File: src/rtl/mandelbrot_pkg.sv
// Shared definitions for the multi-lane Mandelbrot sequencer.
//   - fsm_state_t  : frame sequencer states
//   - lane_state_t : per-lane iteration states
//   - ctr_sel_t    : counter-to-colour mapping selects
//   - lane_idx_w() : width of a lane index for a given lane count
//   - ctr_map()    : iteration count -> 4-bit colour index
package mandelbrot_pkg;

  typedef enum logic [1:0] {
    ST_IDLE  = 2'd0,
    ST_RUN   = 2'd1,
    ST_DRAIN = 2'd2
  } fsm_state_t;

  typedef enum logic [1:0] {
    LANE_FREE = 2'd0,
    LANE_ITER = 2'd1,
    LANE_DONE = 2'd2
  } lane_state_t;

  // Selects 0..6 take a 4-bit slice of the counter; 7 takes the MSB index.
  typedef enum logic [2:0] {
    SEL_SLICE0 = 3'd0,
    SEL_SLICE1 = 3'd1,
    SEL_SLICE2 = 3'd2,
    SEL_SLICE3 = 3'd3,
    SEL_SLICE4 = 3'd4,
    SEL_SLICE5 = 3'd5,
    SEL_SLICE6 = 3'd6,
    SEL_MSB    = 3'd7
  } ctr_sel_t;

  function automatic int lane_idx_w(input int lanes);
    return (lanes > 1) ? $clog2(lanes) : 1;
  endfunction

  // ctr is zero-extended to 16 bits; ctr_width is the real counter width.
  function automatic logic [3:0] ctr_map(input logic [15:0] ctr,
                                         input logic [2:0]  sel,
                                         input int          ctr_width);
    logic [15:0] mask;
    logic [3:0]  res;
    int          sh;
    res  = 4'd0;
    mask = 16'((32'd1 << ctr_width) - 32'd1);
    sh   = 2 * int'(sel);
    if (sel == SEL_MSB) begin
      // A saturated counter gets its own colour (15) rather than its MSB index.
      if ((ctr & mask) == mask) begin
        res = 4'd15;
      end else begin
        for (int b = 0; b < 16; b++) begin
          if (ctr[b]) res = 4'(b);
        end
      end
    end else begin
      if (sh > ctr_width - 4) sh = ctr_width - 4;
      res = 4'(ctr >> sh);
    end
    return res;
  endfunction

endpackage

File: src/rtl/mandelbrot_lane.sv
// One iteration lane plus its combinational complex-square ALU.
// Fixed point: signed Q3.(BITWIDTH-3), i.e. range [-4, 4).
//
// mandelbrot_alu ports:
//   i_zr/i_zi/i_cr/i_ci  current z and c
//   o_zr/o_zi            z^2 + c (truncated to BITWIDTH)
//   o_escape             |z|^2 >= 4 (evaluated on the current z)
//   o_overflow           z^2 + c does not fit in BITWIDTH
//
// mandelbrot_lane ports:
//   clk, rst_n           clock, async active-low reset
//   i_clear              synchronous abort: lane becomes free
//   i_start              dispatch a pixel (honoured only when free)
//   i_cr/i_ci/i_zr0/i_zi0 pixel constant and starting z
//   i_max_ctr            iteration limit
//   i_retire             result consumed; lane is free next cycle
//   o_free/o_done/o_ctr  lane status and held iteration count
module mandelbrot_alu #(
  parameter int BITWIDTH = 10
) (
  input  logic signed [BITWIDTH-1:0] i_zr,
  input  logic signed [BITWIDTH-1:0] i_zi,
  input  logic signed [BITWIDTH-1:0] i_cr,
  input  logic signed [BITWIDTH-1:0] i_ci,
  output logic signed [BITWIDTH-1:0] o_zr,
  output logic signed [BITWIDTH-1:0] o_zi,
  output logic                       o_escape,
  output logic                       o_overflow
);
  localparam int FRAC = BITWIDTH - 3;
  localparam int PW   = 2 * BITWIDTH + 2;
  localparam logic signed [PW-1:0] ESC_THR = PW'(1) << (2 * FRAC + 2);
  localparam logic signed [PW-1:0] MAXV    = PW'((1 << (BITWIDTH - 1)) - 1);
  localparam logic signed [PW-1:0] MINV    = ~MAXV;

  logic signed [PW-1:0] w_zr, w_zi, w_cr, w_ci;
  logic signed [PW-1:0] w_zr2, w_zi2, w_zrzi, w_mag, w_nr, w_ni;

  assign w_zr   = PW'(i_zr);
  assign w_zi   = PW'(i_zi);
  assign w_cr   = PW'(i_cr);
  assign w_ci   = PW'(i_ci);
  assign w_zr2  = w_zr * w_zr;
  assign w_zi2  = w_zi * w_zi;
  assign w_zrzi = w_zr * w_zi;
  // Magnitude is compared at full product precision, so no rounding enters it.
  assign w_mag  = w_zr2 + w_zi2;
  assign w_nr   = ((w_zr2 - w_zi2) >>> FRAC) + w_cr;
  assign w_ni   = ((w_zrzi <<< 1) >>> FRAC) + w_ci;

  assign o_escape   = (w_mag >= ESC_THR);
  assign o_overflow = (w_nr > MAXV) || (w_nr < MINV) || (w_ni > MAXV) || (w_ni < MINV);
  assign o_zr       = w_nr[BITWIDTH-1:0];
  assign o_zi       = w_ni[BITWIDTH-1:0];
endmodule

module mandelbrot_lane
  import mandelbrot_pkg::*;
#(
  parameter int BITWIDTH = 10,
  parameter int CTRWIDTH = 7
) (
  input  logic                       clk,
  input  logic                       rst_n,
  input  logic                       i_clear,
  input  logic                       i_start,
  input  logic signed [BITWIDTH-1:0] i_cr,
  input  logic signed [BITWIDTH-1:0] i_ci,
  input  logic signed [BITWIDTH-1:0] i_zr0,
  input  logic signed [BITWIDTH-1:0] i_zi0,
  input  logic        [CTRWIDTH-1:0] i_max_ctr,
  input  logic                       i_retire,
  output logic                       o_free,
  output logic                       o_done,
  output logic        [CTRWIDTH-1:0] o_ctr
);
  lane_state_t r_state, w_state_nxt;
  logic signed [BITWIDTH-1:0] r_zr, r_zi, r_cr, r_ci, w_nr, w_ni;
  logic        [CTRWIDTH-1:0] r_ctr;
  logic                       w_escape, w_overflow, w_break;

  mandelbrot_alu #(.BITWIDTH(BITWIDTH)) u_alu (
    .i_zr       (r_zr),
    .i_zi       (r_zi),
    .i_cr       (r_cr),
    .i_ci       (r_ci),
    .o_zr       (w_nr),
    .o_zi       (w_ni),
    .o_escape   (w_escape),
    .o_overflow (w_overflow)
  );

  // Every ITER cycle is one ALU pass; the limit check makes max_ctr=0 a single pass.
  assign w_break = w_escape || w_overflow || (r_ctr == i_max_ctr);

  always_comb begin
    // NOTE: default first so every path assigns w_state_nxt and no latch is inferred.
    w_state_nxt = r_state;
    case (r_state)
      LANE_FREE: if (i_start)  w_state_nxt = LANE_ITER;
      LANE_ITER: if (w_break)  w_state_nxt = LANE_DONE;
      LANE_DONE: if (i_retire) w_state_nxt = LANE_FREE;
      default:                 w_state_nxt = LANE_FREE;
    endcase
    if (i_clear) w_state_nxt = LANE_FREE;
  end

  always_ff @(posedge clk or negedge rst_n) begin
    // NOTE: non-blocking assignments keep every register updating from pre-edge values.
    if (!rst_n) r_state <= LANE_FREE;
    else        r_state <= w_state_nxt;
  end

  always_ff @(posedge clk or negedge rst_n) begin
    if (!rst_n) begin
      r_zr  <= '0;
      r_zi  <= '0;
      r_cr  <= '0;
      r_ci  <= '0;
      r_ctr <= '0;
    end else if (r_state == LANE_FREE && i_start) begin
      r_zr  <= i_zr0;
      r_zi  <= i_zi0;
      r_cr  <= i_cr;
      r_ci  <= i_ci;
      r_ctr <= '0;
    end else if (r_state == LANE_ITER && !w_break) begin
      r_zr  <= w_nr;
      r_zi  <= w_ni;
      r_ctr <= r_ctr + 1'b1;
    end
  end

  assign o_free = (r_state == LANE_FREE);
  assign o_done = (r_state == LANE_DONE);
  assign o_ctr  = r_ctr;
endmodule

File: src/rtl/mandelbrot_multilane.sv
// Raster-order Mandelbrot frame sequencer with LANES parallel iteration lanes.
// Pixels are dispatched round-robin to lanes and retired round-robin, so the
// output stream is always in raster order. Configuration is latched on run.
// Optional feature: define MANDEL_JULIA_EN to add julia/jc_r/jc_i inputs;
// with julia=1 the lanes use c=(jc_r,jc_i) and z0=pixel coordinate.
//
// Ports:
//   clk, rst_n            clock, async active-low reset
//   run                   start a frame (sampled only in IDLE)
//   abort                 synchronous abort, any state
//   busy                  high unless IDLE
//   max_ctr               iteration limit
//   ctr_select            counter-to-colour mapping
//   scaling               step = scaling+1 LSBs per pixel/row
//   cr_offset/ci_offset   frame origin
//   julia, jc_r, jc_i     Julia mode controls (MANDEL_JULIA_EN only)
//   pix_valid/pix_ready   output pixel handshake
//   pix_ctr               colour index
//   pix_x/pix_y           pixel coordinates
//   pix_last              last pixel of the frame
module mandelbrot_multilane
  import mandelbrot_pkg::*;
#(
  parameter int BITWIDTH = 10,
  parameter int CTRWIDTH = 7,
  parameter int HEIGHT   = 240,
  parameter int WIDTH    = 320,
  parameter int LANES    = 2,
  localparam int XW = (WIDTH  > 1) ? $clog2(WIDTH)  : 1,
  localparam int YW = (HEIGHT > 1) ? $clog2(HEIGHT) : 1
) (
  input  logic                clk,
  input  logic                rst_n,
  input  logic                run,
  input  logic                abort,
  output logic                busy,
  input  logic [CTRWIDTH-1:0] max_ctr,
  input  logic [2:0]          ctr_select,
  input  logic [6:0]          scaling,
  input  logic [BITWIDTH-1:0] cr_offset,
  input  logic [BITWIDTH-1:0] ci_offset,
`ifdef MANDEL_JULIA_EN
  input  logic                julia,
  input  logic [BITWIDTH-1:0] jc_r,
  input  logic [BITWIDTH-1:0] jc_i,
`endif
  output logic                pix_valid,
  input  logic                pix_ready,
  output logic [3:0]          pix_ctr,
  output logic [XW-1:0]       pix_x,
  output logic [YW-1:0]       pix_y,
  output logic                pix_last
);
  localparam int LW = lane_idx_w(LANES);

  fsm_state_t r_state, w_state_nxt;

  // Latched configuration
  logic [CTRWIDTH-1:0] r_max_ctr;
  logic [2:0]          r_sel;
  logic [BITWIDTH-1:0] r_step, r_cr_off;

  // Dispatch side
  logic [XW-1:0]       r_dx;
  logic [YW-1:0]       r_dy;
  logic [BITWIDTH-1:0] r_cr, r_ci;
  logic [LW-1:0]       r_dptr;

  // Retire side
  logic [XW-1:0]       r_rx;
  logic [YW-1:0]       r_ry;
  logic [LW-1:0]       r_rptr;

  // Output register
  logic                r_pix_valid, r_pix_last;
  logic [3:0]          r_pix_ctr;
  logic [XW-1:0]       r_pix_x;
  logic [YW-1:0]       r_pix_y;

  logic [LANES-1:0]    w_lane_free, w_lane_done;
  logic [CTRWIDTH-1:0] w_lane_ctr [LANES];
  logic [BITWIDTH-1:0] w_lane_cr, w_lane_ci, w_lane_zr0, w_lane_zi0;
  logic                w_launch, w_dispatch, w_accept, w_load;
  logic                w_dx_end, w_d_last, w_rx_end;

  assign w_launch   = (r_state == ST_IDLE) && run && !abort;
  assign w_dispatch = (r_state == ST_RUN) && !abort && w_lane_free[r_dptr];
  assign w_accept   = r_pix_valid && pix_ready;
  assign w_load     = !r_pix_valid && (r_state != ST_IDLE) && w_lane_done[r_rptr];
  assign w_dx_end   = (r_dx == XW'(WIDTH - 1));
  assign w_d_last   = w_dx_end && (r_dy == YW'(HEIGHT - 1));
  assign w_rx_end   = (r_rx == XW'(WIDTH - 1));

  always_comb begin
    w_state_nxt = r_state;
    case (r_state)
      ST_IDLE:  if (run)                       w_state_nxt = ST_RUN;
      ST_RUN:   if (w_dispatch && w_d_last)    w_state_nxt = ST_DRAIN;
      ST_DRAIN: if (w_accept && r_pix_last)    w_state_nxt = ST_IDLE;
      default:                                 w_state_nxt = ST_IDLE;
    endcase
    if (abort) w_state_nxt = ST_IDLE;
  end

  always_ff @(posedge clk or negedge rst_n) begin
    if (!rst_n) r_state <= ST_IDLE;
    else        r_state <= w_state_nxt;
  end

`ifdef MANDEL_JULIA_EN
  logic                r_julia;
  logic [BITWIDTH-1:0] r_jc_r, r_jc_i;

  always_ff @(posedge clk or negedge rst_n) begin
    if (!rst_n) begin
      r_julia <= 1'b0;
      r_jc_r  <= '0;
      r_jc_i  <= '0;
    end else if (w_launch) begin
      r_julia <= julia;
      r_jc_r  <= jc_r;
      r_jc_i  <= jc_i;
    end
  end

  assign w_lane_cr  = r_julia ? r_jc_r : r_cr;
  assign w_lane_ci  = r_julia ? r_jc_i : r_ci;
  assign w_lane_zr0 = r_julia ? r_cr   : '0;
  assign w_lane_zi0 = r_julia ? r_ci   : '0;
`else
  assign w_lane_cr  = r_cr;
  assign w_lane_ci  = r_ci;
  assign w_lane_zr0 = '0;
  assign w_lane_zi0 = '0;
`endif

  // Dispatch and retire pointers/coordinates. Retire coordinates are tracked
  // separately because retirement order equals dispatch order.
  always_ff @(posedge clk or negedge rst_n) begin
    if (!rst_n) begin
      r_max_ctr <= '0;
      r_sel     <= '0;
      r_step    <= '0;
      r_cr_off  <= '0;
      r_dx      <= '0;
      r_dy      <= '0;
      r_cr      <= '0;
      r_ci      <= '0;
      r_dptr    <= '0;
      r_rx      <= '0;
      r_ry      <= '0;
      r_rptr    <= '0;
    end else if (w_launch) begin
      r_max_ctr <= max_ctr;
      r_sel     <= ctr_select;
      r_step    <= BITWIDTH'(scaling) + BITWIDTH'(1);
      r_cr_off  <= cr_offset;
      r_dx      <= '0;
      r_dy      <= '0;
      r_cr      <= cr_offset;
      r_ci      <= ci_offset;
      r_dptr    <= '0;
      r_rx      <= '0;
      r_ry      <= '0;
      r_rptr    <= '0;
    end else begin
      if (w_dispatch) begin
        r_dptr <= (r_dptr == LW'(LANES - 1)) ? '0 : r_dptr + 1'b1;
        if (w_dx_end) begin
          r_dx <= '0;
          r_dy <= r_dy + 1'b1;
          r_cr <= r_cr_off;
          r_ci <= r_ci + r_step;
        end else begin
          r_dx <= r_dx + 1'b1;
          r_cr <= r_cr + r_step;
        end
      end
      if (w_accept) begin
        r_rptr <= (r_rptr == LW'(LANES - 1)) ? '0 : r_rptr + 1'b1;
        if (w_rx_end) begin
          r_rx <= '0;
          r_ry <= r_ry + 1'b1;
        end else begin
          r_rx <= r_rx + 1'b1;
        end
      end
    end
  end

  // The lane keeps its result until the consumer accepts it, so pixels in
  // flight never exceed LANES and backpressure stalls dispatch naturally.
  always_ff @(posedge clk or negedge rst_n) begin
    if (!rst_n) begin
      r_pix_valid <= 1'b0;
      r_pix_ctr   <= '0;
      r_pix_x     <= '0;
      r_pix_y     <= '0;
      r_pix_last  <= 1'b0;
    end else if (abort) begin
      r_pix_valid <= 1'b0;
      r_pix_ctr   <= '0;
      r_pix_x     <= '0;
      r_pix_y     <= '0;
      r_pix_last  <= 1'b0;
    end else if (w_accept) begin
      r_pix_valid <= 1'b0;
    end else if (w_load) begin
      r_pix_valid <= 1'b1;
      r_pix_ctr   <= ctr_map(16'(w_lane_ctr[r_rptr]), r_sel, CTRWIDTH);
      r_pix_x     <= r_rx;
      r_pix_y     <= r_ry;
      r_pix_last  <= w_rx_end && (r_ry == YW'(HEIGHT - 1));
    end
  end

  for (genvar g = 0; g < LANES; g++) begin : g_lane
    mandelbrot_lane #(.BITWIDTH(BITWIDTH), .CTRWIDTH(CTRWIDTH)) u_lane (
      .clk       (clk),
      .rst_n     (rst_n),
      .i_clear   (abort),
      .i_start   (w_dispatch && (r_dptr == LW'(g))),
      .i_cr      (w_lane_cr),
      .i_ci      (w_lane_ci),
      .i_zr0     (w_lane_zr0),
      .i_zi0     (w_lane_zi0),
      .i_max_ctr (r_max_ctr),
      .i_retire  (w_accept && (r_rptr == LW'(g))),
      .o_free    (w_lane_free[g]),
      .o_done    (w_lane_done[g]),
      .o_ctr     (w_lane_ctr[g])
    );
  end

  assign busy      = (r_state != ST_IDLE);
  assign pix_valid = r_pix_valid;
  assign pix_ctr   = r_pix_ctr;
  assign pix_x     = r_pix_x;
  assign pix_y     = r_pix_y;
  assign pix_last  = r_pix_last;
endmodule

File: config.mk
export PLATFORM = sky130hd
export DESIGN_NAME = mandelbrot_multilane
export DESIGN_NICKNAME = d
export VERILOG_FILES = /design/src/rtl/mandelbrot_pkg.sv /design/src/rtl/mandelbrot_lane.sv /design/src/rtl/mandelbrot_multilane.sv
export SDC_FILE = /design/constraint.sdc
export NUM_CORES = 2
export LEC_CHECK = 0
export CAP_MARGIN = 15
export CORE_UTILIZATION = 40
export CTS_CLUSTER_SIZE = 25
export DETAILED_ROUTE_END_ITERATION = 6
export GPL_ROUTABILITY_DRIVEN = 0
export HOLD_SLACK_MARGIN = 0.15
export PLACE_DENSITY = 0.57
export SYNTH_ARGS = -nofsm -noshare
export SYNTH_HDL_FRONTEND = slang
export SYNTH_SLANG_ARGS = --single-unit
File: constraint.sdc
create_clock -name clk -period 28.3 [get_ports clk]
set_input_delay 2.83 -clock clk [delete_from_list [all_inputs] [get_ports clk]]
set_output_delay 2.83 -clock clk [all_outputs]
set_load 0.03 [all_outputs]
# After elaboration in Yosys (flattened, before gate mapping)
# Index checks and enable logic that the tools add are counted.
# classes
n_addsub,19
mul,6
magnitude_cmp,14
eq_ne,24
n_shift,1
n_mux,86
bitwise,3
reduce_logical,51
# ops
cell,n
$mux W10,14
$mux W32,4
$mul A10 B10 Y20,6
$mux W9,9
$mux W8,9
$add A14 B10 Y15,4
$gt A15 B10 Y1 const B,4
$lt A15 B10 Y1 const B,4
$mux W7,7
$ge A22 B18 Y1 const B,2
$mux W4,11
$add A20 B20 Y21,2
$sub A20 B20 Y21,2
$shr A7 B32 Y4,1
$mux W2,12
$ne A3 B2 Y1 const B,7
$add A10 B10 Y10,2
$logic_and A1 B1 Y1,19
$add A9 B1 Y9 const B,2
$eq A9 B9 Y1 const B,2
$pmux W2 S3,3
$mux W1,17
$add A8 B1 Y8 const B,2
$eq A8 B8 Y1 const B,2
other kinds (22),57
# totals
regBits,209
in_bits,42
elab_cells,234

# Depth between registers and ports, before layout
# logic_depth
depth_word,15
mapped_depth,42

# Modules after synthesis
# Synthesis repeated with hierarchy kept, for this count alone.
# unflattened
hier_cells,4364
area_unflattened_um2,37468.4
# modules_own_cells
module,n_inst,cells_each,area_per_inst_um2
mandelbrot_alu (g_lane[0].u_lane.u_alu),1,1599,13571.8
mandelbrot_alu (g_lane[1].u_lane.u_alu),1,1593,13460.4
mandelbrot_multilane,1,670,6087.1
mandelbrot_lane,2,251,2174.6

# Worst setup path before layout
# No wires, ideal clock.
# synth_timing
path_kind,flip-flop to flip-flop
startpoint,register g_lane[1].u_lane.r_zi[9]
endpoint,register g_lane[1].u_lane.r_ctr[0]
setup_time_ps,79
arrival_time_ps,9127
path_slack_ps,19094
path_stages_with_launch,37
n_path_buf,4
synth_period_minus_slack_ps,9206
path_cell_list,dfrtp_1 -> clkbuf_1 -> clkbuf_1 -> nand2_1 -> fa_1 -> inv_1 -> fa_1 -> fa_1 -> inv_1 -> fa_1 -> fa_1 -> inv_1 -> ha_1 -> or2_2 -> o31a_1 -> o21a_1 -> xor2_1 -> ha_1 -> clkbuf_1 -> or3_1 -> a211oi_1 -> a2111o_1 -> a21o_1 -> a21oi_1 -> xnor2_1 -> ha_1 -> a21oi_1 -> nor2b_1 -> nor4_1 -> a22o_1 -> a31oi_1 -> or3_1 -> a2111oi_0 -> o2111ai_2 -> nor3b_4 -> buf_4 -> mux2i_1
# synth_between
elab_chain_len,12
elab_cells_between_ends,19
cone_classes,add/sub: 4; mul: 2; order compare: 5; reduce/logical: 8
# synth_lines
element,line_no,text
start: declaration,mandelbrot_lane.sv:78,"logic signed [BITWIDTH-1:0] r_zr, r_zi, r_cr, r_ci, w_nr, w_ni;"
start signal: assignment,mandelbrot_lane.sv:123,r_zi <= i_zi0;
start signal: assignment,mandelbrot_lane.sv:129,r_zi <= w_ni;
$mul A10 B10 Y20,mandelbrot_lane.sv:44,assign w_zi2 = w_zi * w_zi;
$sub A20 B20 Y21,mandelbrot_lane.sv:48,assign w_nr = ((w_zr2 - w_zi2) >>> FRAC) + w_cr;
$add A14 B10 Y15,mandelbrot_lane.sv:48,
$gt A15 B10 Y1 / $lt A15 B10 Y1 (equally long branches),mandelbrot_lane.sv:52,assign o_overflow = (w_nr > MAXV) || (w_nr < MINV) || (w_ni > MAXV) || (w_ni < MINV);
$logic_or A1 B1 Y1 (3 in a row),mandelbrot_lane.sv:52,
$logic_or A1 B1 Y1 * (2 in a row),mandelbrot_lane.sv:94,assign w_break = w_escape || w_overflow || (r_ctr == i_max_ctr);
$logic_not A1 Y1 *,mandelbrot_lane.sv:127,end else if (r_state == LANE_ITER && !w_break) begin
$logic_and A1 B1 Y1 *,mandelbrot_lane.sv:127,
$reduce_bool A2 Y1 (no line) *,n/a,
end signal: assignment,mandelbrot_lane.sv:130,r_ctr <= r_ctr + 1'b1;
end: declaration,mandelbrot_lane.sv:79,logic [CTRWIDTH-1:0] r_ctr;
# Every way passes the cells marked *; elsewhere a longest branch is shown, timed or not.
# A chain may end at the register's enable or synchronous reset.

# Final worst setup path
# layout_timing
startpoint,register g_lane[1].u_lane.r_zr[9]
endpoint,register g_lane[1].u_lane.r_zi[5]
# layout_between
elab_chain_len,12
elab_cells_between_ends,21
cone_classes,add/sub: 4; mul: 2; order compare: 5; mux: 2; reduce/logical: 8
# layout_lines
element,line_no,text
start: declaration,mandelbrot_lane.sv:78,
start signal: assignment,mandelbrot_lane.sv:122,r_zr <= i_zr0;
start signal: assignment,mandelbrot_lane.sv:128,r_zr <= w_nr;
$mul A10 B10 Y20,mandelbrot_lane.sv:43,assign w_zr2 = w_zr * w_zr;
$sub A20 B20 Y21,mandelbrot_lane.sv:48,
$add A14 B10 Y15,mandelbrot_lane.sv:48,
$gt A15 B10 Y1 / $lt A15 B10 Y1 (equally long branches),mandelbrot_lane.sv:52,
$logic_or A1 B1 Y1 (3 in a row),mandelbrot_lane.sv:52,
$logic_or A1 B1 Y1 (2 in a row),mandelbrot_lane.sv:94,
$logic_not A1 Y1,mandelbrot_lane.sv:127,
$logic_and A1 B1 Y1,mandelbrot_lane.sv:127,
$reduce_bool A2 Y1 (no line),n/a,
# Several ways; a longest one is shown, not always the timed one. The select of a mux whose other input is x is not followed.

==> out/metrics.cfg <==
[place]
numPortBuffers = 65
hpwl_um = 72300
place_area_mm2 = 0.0391

[worst_hold_path]
min_path_type = flop to flop
min_path_cells = 2

[timing]
maxSlewViolCount = 0
slew_headroom_pct = 29.2
fmax_mhz = 92.7
clock_skew_ns = 0.0126
timing.hold.ws_ns = 0.477
min_period_over_period_pct = 38.1
finalCriticalPeriod_ns = 10.79
tns_ns = 0
hold_violations = 0
rsz0062_at_grt = no
worstMarginPinSlew_ns = 1.06
setup_violations = 0

[setup_path]
worstPathMaxFanout = 22
reg2reg_depth = 32
crit_top_cell = fa_1
cp.required_ns = 28.75
worst-setup-path-type = flop to flop
crit_path_start_kind = flop
worst_setup_path_end_kind = flop
slowest_stage = dfrtp_1
cp.arrival_ns = 11.24
cp_slowest_stage_delay_ns = 0.91

[floorplan]
ios = 66
die_area_mm2 = 0.0939
coreArea_mm2 = 0.0918
die_w_um = 306
fp.dieH_um = 306
start_util_pct = 40.4
std_cell_rows = 111

[status]
outcome = finished clean

[detailed_routing]
routedWlPerCell_um = 16.1
routed_via_density = 5.00
final_antenna_net_count = 0
drtPass1Iterations = 5
drt_wl_total_um = 89100
first_iter_violations = 1215
drc = 0
vias = 27674

[yosys]
yosys_warnings = 0
synthArstFlopShare_pct = 100
synth-edff-count = 0
synth_cell_types = 83
synth-seq-cells = 207
synth_area_mm2 = 0.0371
ys.flop_type = dfrtp_1
syn-num-nets = 5278
syn-mean-instance-area_um2 = 8.66
synth-seq-area-share_pct = 14.0
synthCells = 4282

[clock_network]
clockBufferDepth = 3
cts_max_level = 1
post_cts_buffers = 0
path_clk_slew_ns = 0.07
cts_tree = done
cts_hold_buf = 0
clk_latency_ns = 0.53
cts_root_buf = clkbuf_16
cts.sinks = 207
ctsResizeCount = 0
numCtsBuffers = 24

[power]
p_leak_nw = 20.6
cellPowerDensity_mw_per_mm2 = 53.4
peakVddDrop_mv = 0.0965
p_total_w = 0.00213

[grt]
grt_use_total_pct = 19.5
antenna_found_initial = 1
grt_max_degree = 86
grt_overflow = 0
grt_pass1_wl_um = 150000
grt_pass1_vias = 28661

[final_layout]
syn2layout_area_growth_pct = 7.61
fill_cells = 9201
regArea_mm2 = 0.00518
num_antenna_cells = 0
multi_input_area_mm2 = 0.0284
nets = 5272
final_area_mm2 = 0.0399
drive_gt1_share_pct = 3.08

[job]
max_cap_violations = 0

==> synthesized netlist by cell type (14+ instances only) <==
cell      instances  area share [%]
a211o_1          14            0.33
a211oi_1         30            0.61
a21o_1           43            0.87
a21oi_1         168             2.3
a31oi_1          19            0.32
and2_1          123             2.1
and3_1           26            0.44
clkbuf_1        119             1.2
dfrtp_1         207              14
fa_1            513              28
ha_1            441              15
inv_1           790             8.0
mux2_2           19            0.58
mux2i_1          48             1.3
nand2_1         562             5.7
nand2b_1         54            0.91
nand3_1          59            0.80
nand4_1          17            0.29
nor2_1          254             2.6
nor2b_1          51            0.86
nor3_1           56            0.76
o211ai_1         16            0.32
o21a_1           22            0.45
o21ai_0         136             1.8
o21bai_1         22            0.45
or3_1            21            0.35
xnor2_1         173             4.1
xor2_1           71             1.7
==> stage by stage <==
stage	worst slack (ns)	instances	utilization, %
after floorplan	19.09	4282	-
after global placement	17.81	5492	42.5
after detailed placement	17.57	5492	42.5
after CTS	17.52	5534	43.5
after global routing	16.66	5535	43.5
final	17.51	5535	43.5
==> worst max-delay path, delay by kind of cell, from the launching register on <==
kind | cells | cell delay (ns)
fa+ha+maj | 8 | 3.39
simple gates | 7 | 2.37
compound gates | 10 | 2.30
buf+inv | 4 | 1.01
flops | 1 | 0.91
xor+xnor | 2 | 0.47
mux | 1 | 0.23
==> sequential cells by signal, indices dropped and copies added, names as in the netlist, 7 cells and up <==
register and cells:
g_lane.u_lane.r_ci 20, g_lane.u_lane.r_cr 20, g_lane.u_lane.r_zi 20, g_lane.u_lane.r_zr 20, g_lane.u_lane.o_ctr 14, r_ci 10
r_cr 10, r_cr_off 10, pix_x 9, r_dx 9, r_rx 9, pix_y 8
r_dy 8, r_ry 8, r_step 8, r_max_ctr 7
==> cell type report <==
type	instances	area share, %
clock inverters	13	0.430
multi-input cells	3139	71.1
flip-flops and latches	207	13.0
repair buffers	100	2.30
clock buffers	29	1.68
inverters	804	7.56
well taps	1243	3.90
==> cells by family (layout without fill, tap and decap cells) <==
kind of cell             count (synthesis)  in the layout  synth area share [%]
flip-flops                             207            207                  14.0
AND/OR/NAND/NOR                       1288           1288                  16.1
XOR/XNOR                               244            244                  5.76
multiplexers                            67             67                  1.87
AO/OA/AOI/OAI                          586            586                  10.2
buffers and inverters                  936            946                  9.52
adder cells (fa/ha/maj)                954            954                  42.6
==> power by group <==
group | switching, W | internal, W | leakage, nW
Combinational | 0.000805 | 0.000567 | 17.4
Clock | 0.000130 | 0.000204 | 0.419
Sequential | 0.0000792 | 0.000347 | 2.74
Total | 0.00101 | 0.00112 | 20.6
==> metal layers <==
layer / GRT usage [%] / vias to the layer above / share of wire [%]
met3: 1.51 / 87 / 3.2
met2: 32.7 / 400 / 46
met4: 3.37 / 2 / 1.7
met1: 27.9 / 13572 / 49
li1: - / 13613 / -
met5: 0 / - / 0.015
==> layout by cell type, fill, tap and decap left out, drive strengths merged, types with 30 or more instances in the layout <==
cell type,count
dfrtp,207
nand2,562
a21oi,168
a211oi,30
xor2,71
buf,36
nor2,254
nor3,57
mux2i,48
xnor2,173
inv,792
a21o,43
o21ai,143
nand2b,54
nand3,59
and2,124
fa,513
nor2b,51
ha,441
clkdlybuf4s50,64
==> worst paths after layout <==
kind                                     startpoint                  endpoint  slack [ns]
setup reg to reg           g_lane[1].u_lane.r_zr[9]  g_lane[1].u_lane.r_zi[5]       17.51
min in group asynchronous                     rst_n                  pix_x[3]        2.24
hold reg to reg                         r_cr_off[8]               r_cr_off[8]        0.48
setup / recovery           g_lane[1].u_lane.r_zr[9]  g_lane[1].u_lane.r_zi[5]       17.51
max in group asynchronous                     rst_n                 r_step[2]       23.82
hold / removal                          r_cr_off[8]               r_cr_off[8]        0.48
Note: power is estimated with default switching activity, not from simulation.
